[src/rtl/pool_channel_scheduler.sv]
// pool_channel_scheduler: queues multi-channel pooling job descriptors and runs each job as a
// series of single-channel core runs, stepping feature/result bases by per-job strides.
module pool_channel_scheduler #(
   parameter int unsigned ADDR_WIDTH  = 32,
   parameter int unsigned CH_WIDTH    = 16,
   parameter int unsigned QUEUE_DEPTH = 4,
   parameter int unsigned CNT_WIDTH   = 16
) (
   input  logic                           ACLK,
   input  logic                           ARESET,
   input  logic                           cmd_valid,
   output logic                           cmd_ready,
   input  logic [ADDR_WIDTH-1:0]          cmd_feature_addr,
   input  logic [ADDR_WIDTH-1:0]          cmd_result_addr,
   input  logic [ADDR_WIDTH-1:0]          cmd_feature_stride,
   input  logic [ADDR_WIDTH-1:0]          cmd_result_stride,
   input  logic [CH_WIDTH-1:0]            cmd_channels,
   input  logic                           core_ready,
   output logic                           core_go,
   input  logic                           core_done,
   output logic [ADDR_WIDTH-1:0]          core_feature_addr,
   output logic [ADDR_WIDTH-1:0]          core_result_addr,
   input  logic                           irq_en,
   input  logic                           irq_clr,
   output logic                           interrupt,
   output logic                           busy,
   output logic [$clog2(QUEUE_DEPTH):0]   queue_level,
   output logic [CNT_WIDTH-1:0]           done_count
);

   localparam int unsigned PTR_W = $clog2(QUEUE_DEPTH);
   localparam int unsigned LVL_W = PTR_W + 1;

   typedef enum logic [2:0] {
      StIdle,
      StLoad,
      StIssue,
      StWait,
      StNext,
      StDone
   } state_e;

   state_e state;

   // Descriptor queue storage, one array per field
   logic [ADDR_WIDTH-1:0] q_feat    [QUEUE_DEPTH];
   logic [ADDR_WIDTH-1:0] q_res     [QUEUE_DEPTH];
   logic [ADDR_WIDTH-1:0] q_fstride [QUEUE_DEPTH];
   logic [ADDR_WIDTH-1:0] q_rstride [QUEUE_DEPTH];
   logic [CH_WIDTH-1:0]   q_ch      [QUEUE_DEPTH];

   logic [PTR_W-1:0] wr_ptr;
   logic [PTR_W-1:0] rd_ptr;
   logic             push;
   logic             pop;

   // Active job descriptor
   logic [ADDR_WIDTH-1:0] job_feat;
   logic [ADDR_WIDTH-1:0] job_res;
   logic [ADDR_WIDTH-1:0] job_fstride;
   logic [ADDR_WIDTH-1:0] job_rstride;
   logic [CH_WIDTH-1:0]   job_ch;
   logic [CH_WIDTH-1:0]   ch_idx;

   assign cmd_ready = (queue_level != LVL_W'(QUEUE_DEPTH));
   assign push      = cmd_valid & cmd_ready;
   // The head is only consumed while the FSM sits in IDLE
   assign pop       = (state == StIdle) && (queue_level != '0);
   assign busy      = (state != StIdle) || (queue_level != '0);

   // Queue payload write; contents need no reset since the pointers gate every read
   always_ff @(posedge ACLK) begin
      if (push) begin
         q_feat[wr_ptr]    <= cmd_feature_addr;
         q_res[wr_ptr]     <= cmd_result_addr;
         q_fstride[wr_ptr] <= cmd_feature_stride;
         q_rstride[wr_ptr] <= cmd_result_stride;
         q_ch[wr_ptr]      <= cmd_channels;
      end
   end

   // Queue pointers and occupancy; power-of-two depth lets the pointers wrap naturally
   always_ff @(posedge ACLK) begin
      if (ARESET) begin
         wr_ptr      <= '0;
         rd_ptr      <= '0;
         queue_level <= '0;
      end else begin
         if (push) wr_ptr <= wr_ptr + PTR_W'(1);
         if (pop)  rd_ptr <= rd_ptr + PTR_W'(1);
         if (push && !pop) begin
            queue_level <= queue_level + LVL_W'(1);
         end else if (!push && pop) begin
            queue_level <= queue_level - LVL_W'(1);
         end
      end
   end

   // Job FSM with registered core strobe, addresses, counter and interrupt
   always_ff @(posedge ACLK) begin
      if (ARESET) begin
         state             <= StIdle;
         core_go           <= 1'b0;
         core_feature_addr <= '0;
         core_result_addr  <= '0;
         ch_idx            <= '0;
         job_feat          <= '0;
         job_res           <= '0;
         job_fstride       <= '0;
         job_rstride       <= '0;
         job_ch            <= '0;
         done_count        <= '0;
         interrupt         <= 1'b0;
      end else begin
         core_go <= 1'b0;
         // A set in DONE below overrides this clear
         if (irq_clr) interrupt <= 1'b0;

         unique case (state)
            StIdle: begin
               if (pop) begin
                  job_feat    <= q_feat[rd_ptr];
                  job_res     <= q_res[rd_ptr];
                  job_fstride <= q_fstride[rd_ptr];
                  job_rstride <= q_rstride[rd_ptr];
                  job_ch      <= q_ch[rd_ptr];
                  state       <= StLoad;
               end
            end
            StLoad: begin
               ch_idx            <= '0;
               core_feature_addr <= job_feat;
               core_result_addr  <= job_res;
               state             <= (job_ch == '0) ? StDone : StIssue;
            end
            StIssue: begin
               if (core_ready) begin
                  core_go <= 1'b1;
                  state   <= StWait;
               end
            end
            StWait: begin
               // A done coincident with our own go belongs to no run of ours
               if (core_done && !core_go) begin
                  state <= (ch_idx == job_ch - CH_WIDTH'(1)) ? StDone : StNext;
               end
            end
            StNext: begin
               ch_idx            <= ch_idx + CH_WIDTH'(1);
               core_feature_addr <= core_feature_addr + job_fstride;
               core_result_addr  <= core_result_addr + job_rstride;
               state             <= StIssue;
            end
            StDone: begin
               done_count <= done_count + CNT_WIDTH'(1);
               if (irq_en) interrupt <= 1'b1;
               state <= StIdle;
            end
            default: state <= StIdle;
         endcase
      end
   end

endmodule

[config.mk]
export PLATFORM = sky130hd
export DESIGN_NAME = pool_channel_scheduler
export DESIGN_NICKNAME = d
export VERILOG_FILES = /design/src/rtl/pool_channel_scheduler.sv
export SDC_FILE = /design/constraint.sdc
export NUM_CORES = 1
export LEC_CHECK = 0
export ABC_AREA = 1
export BUFFER_PORTS_ARGS = -buffer_cell sky130_fd_sc_hd__buf_2
export CORE_MARGIN = 3
export CORE_UTILIZATION = 40
export CTS_CLUSTER_SIZE = 30
export DETAILED_ROUTE_END_ITERATION = 6
export HOLD_SLACK_MARGIN = 0.08
export PLACE_DENSITY = 0.65
export SLEW_MARGIN = 20
export SYNTH_ARGS = -nofsm -noshare
export SYNTH_HDL_FRONTEND = slang
export SYNTH_SLANG_ARGS = --single-unit
[constraint.sdc]
create_clock -name ACLK -period 9.36 [get_ports ACLK]
set_input_delay 0.936 -clock ACLK [delete_from_list [all_inputs] [get_ports ACLK]]
set_output_delay 0.936 -clock ACLK [all_outputs]
set_load 0.02 [all_outputs]
==> impl_results.md <==
- Fmax: 256 MHz
- Fin crit period: 3.91 ns
- Final count of negative-setup-slack endpoints: 0
- Yosys cell types: 41
- Crit Path Class: reg -> reg
- Register area: 0.0223 sq mm
- Leakage Power: 14.5 nW
- GRT overflow: 0
- Die ar.: 0.0908 sq mm
- Part of the cycle the worst path needs: 0.417
- # DRC: 0
- CTS tree: built
- Wire per inst: 19.8 um
- Initial antenna violation count: 35
- Final net count: 3808
- H-Tree Depth: 3
- Skew-Pair Late Insertion Delay: 0.66 ns
- Area delta synth->final: 14.6%
- Setup crit start kind: flip-flop
- Pwr Total: 0.0119 W
- Layout cells sized above 1: 0.116
- Vias per cell: 5.35
- Max Cap Violations: 0
- Routed Antenna Nets: 0
- Syn nets: 3639
- Clock Skew: 0.0434 ns
- Final Hold Viols: 0
- TritonRoute pass-1 iters: 5
- Routability cong.: 0.875
- Clock slew seen by the registers of the worst setup and hold paths: 0.06 ns
- Main synth FF type: edfxtp_1
- Core ar.: 0.0858 sq mm
- Worst Path Max Fanout: 102
- Final setup TNS: 0 ns
- Row count: 107
- Post-Layout Cell Count: 4818
- Hold crit path type: reg -> reg
- Critical path endpoint category: flip-flop
- Status: complete, no violations
- Flop and latch count out of synthesis: 828
- Synthesized area: 0.0349 sq mm
- Slew Limit Fails: 0
- Number of synthesized flops with an enable pin: 576
- Synth warn: 0
- Initial Utilization: 0.407
- WP data arrival: 4.49 ns
- CTS Sinks: 828
- Via count: 25763
- Final HPWL DP: 58.6 mm
- Multi-input logic area: 0.0113 sq mm
- Post-placement cell count: 4639
- Post-synthesis sequential area ratio: 0.640
- Actual slew at the worst max-slew pin: 1.22 ns
- Post-synthesis average cell area: 10.2 sq um
- CP Data Required Time: 9.94 ns
- Synth async-reset ratio: 0
- Die X-Extent: 301 um
- First-pass GRT wire length: 145 mm
- Vias in the first global route: 24592
- Die height: 301 um
- PortBufs: 237
- Longest Clk Path Bufs: 3
- Root buffer cell: clkbuf_16
- CTS buffer count: 87
- Fillers: 7841
- Pwr Density: 298 mW/mm^2
- Hold_buf cts: 0
- Worst vdd ir: 0.000299 V
- Resized cells post-CTS: 0
- Slew margin rel.: 0.185
- Setup repair bufs after CTS: 0
- RSZ-0062 raised after global routing: no
- IO Pins: 238
- Largest net degree at the start of global routing: 145
- Initial drt markers: 2289
- WHS: 0.463 ns
- Final WL: 95.3 mm
- GRT Util Overall: 0.206
- Synth Instances: 3415
-- routing by layer --
metal	share of wire	track usage	vias up
met2	0.45	0.323	794
met4	0.027	0.0627	10
met1	0.44	0.281	12377
met5	0.00081	0	-
met3	0.080	0.0525	171
li1	-	-	12411
-- cell usage after synthesis, types with 2 or more instances --
cell      instances  area, sq um
xor2_1           23          201
o21bai_1          8         60.1
ha_1             70          876
a31oi_1         179         1120
nand3_1          84          420
nand3b_1          8         60.1
xnor2_1          13          114
o21ai_0         516         2580
a221oi_1          7         61.3
a22o_1           28          245
or2_2            11         68.8
a22oi_1           3         22.5
fa_1              3         60.1
nand2_1         332         1250
nor3_1           18         90.1
dfxtp_1         252         5040
nand4_1          15         93.8
buf_1             9         33.8
nor4_1            8         50.1
inv_2             5         18.8
clkbuf_1        131          492
inv_1           153          574
buf_2            37          185
a21boi_0          5         37.5
nor2_1          722         2710
edfxtp_1        576        17300
o211ai_1          2         15.0
a211oi_1          2         15.0
nor2_2            2         12.5
a21oi_1         156          781
nor3_2            5         50.1
o21a_1           17          128
a21o_1            7         52.6
-- worst paths after layout --
path / endpoint / cells after the start / startpoint / slack, ns
worst max register to register: job_res[2] / 10 / state[2] / 5.45
worst min register to register: done_count[15] / 1 / done_count[15] / 0.46
worst max-delay path: job_res[2] / 10 / state[2] / 5.45
worst min-delay path: done_count[15] / 1 / done_count[15] / 0.46
-- per-stage QoR --
| step | setup slack, ns | instance area (sq um) | utilization |
|---|---|---|---|
| floorplan | 1.61 | 34900 | - |
| global placement | 5.57 | 37100 | 0.432 |
| detailed placement | 5.46 | 37100 | 0.432 |
| CTS | 5.48 | 40000 | 0.466 |
| global route | 4.99 | 40000 | 0.466 |
| finish | 5.45 | 40000 | 0.466 |
-- area by class of cell --
type | count | share of cell area
diodes | 16 | 0.00100
multi-input cells | 2252 | 0.282
clock buffers | 127 | 0.0628
clock inverters | 36 | 0.00951
flip-flops and latches | 828 | 0.559
inverters | 158 | 0.0151
repair buffers | 257 | 0.0347
well taps | 1144 | 0.0358
-- where the power goes --
| group | internal (W) | total, W | switching [W] |
|---|---|---|---|
| registers | 0.00458 | 0.00507 | 0.000496 |
| clock network | 0.00197 | 0.00344 | 0.00147 |
| logic | 0.00103 | 0.00339 | 0.00236 |
| total | 0.00757 | 0.0119 | 0.00433 |
-- state kept, by name (all words and copies together), names as in the netlist, 64 cells and up --
register,flops
q_res,128
q_fstride,128
q_ch,64
q_feat,128
q_rstride,128
-- kinds of logic after synthesis --
| logic type | count (synthesis) | share of synthesized area |
|---|---|---|
| flops | 828 | 0.640 |
| xor+xnor | 36 | 0.00904 |
| simple gates | 1209 | 0.139 |
| compound gates | 934 | 0.148 |
| buf+inv | 335 | 0.0374 |
| fa+ha+maj | 73 | 0.0268 |
-- critical path: stages (launching register included) --
cell and delay, ns:
dfxtp_1 0.38, nor2_1 0.12, inv_1 0.06, nor2_1 0.12
inv_1 0.08, nor2_4 0.09, buf_4 0.65, buf_4 0.91
buf_4 0.83, o21ai_0 0.21, a31oi_1 0.21
-- layout by cell type, fill, tap and decap left out, types with 17 or more instances in the layout --
master	Yosys	layout
dfxtp_1	252	250
buf_2	37	236
nand2_1	332	332
o21ai_0	516	516
buf_4	0	17
edfxtp_1	576	576
nand3_1	84	84
a31oi_1	179	179
a21oi_1	156	156
inv_1	153	151
clkbuf_16	0	89
nor2_1	722	717
ha_1	70	70
a22o_1	28	28
xor2_1	23	23
o21a_1	17	17
nor3_1	18	18
clkbuf_1	131	24
Power figures use the tool's default switching activity.
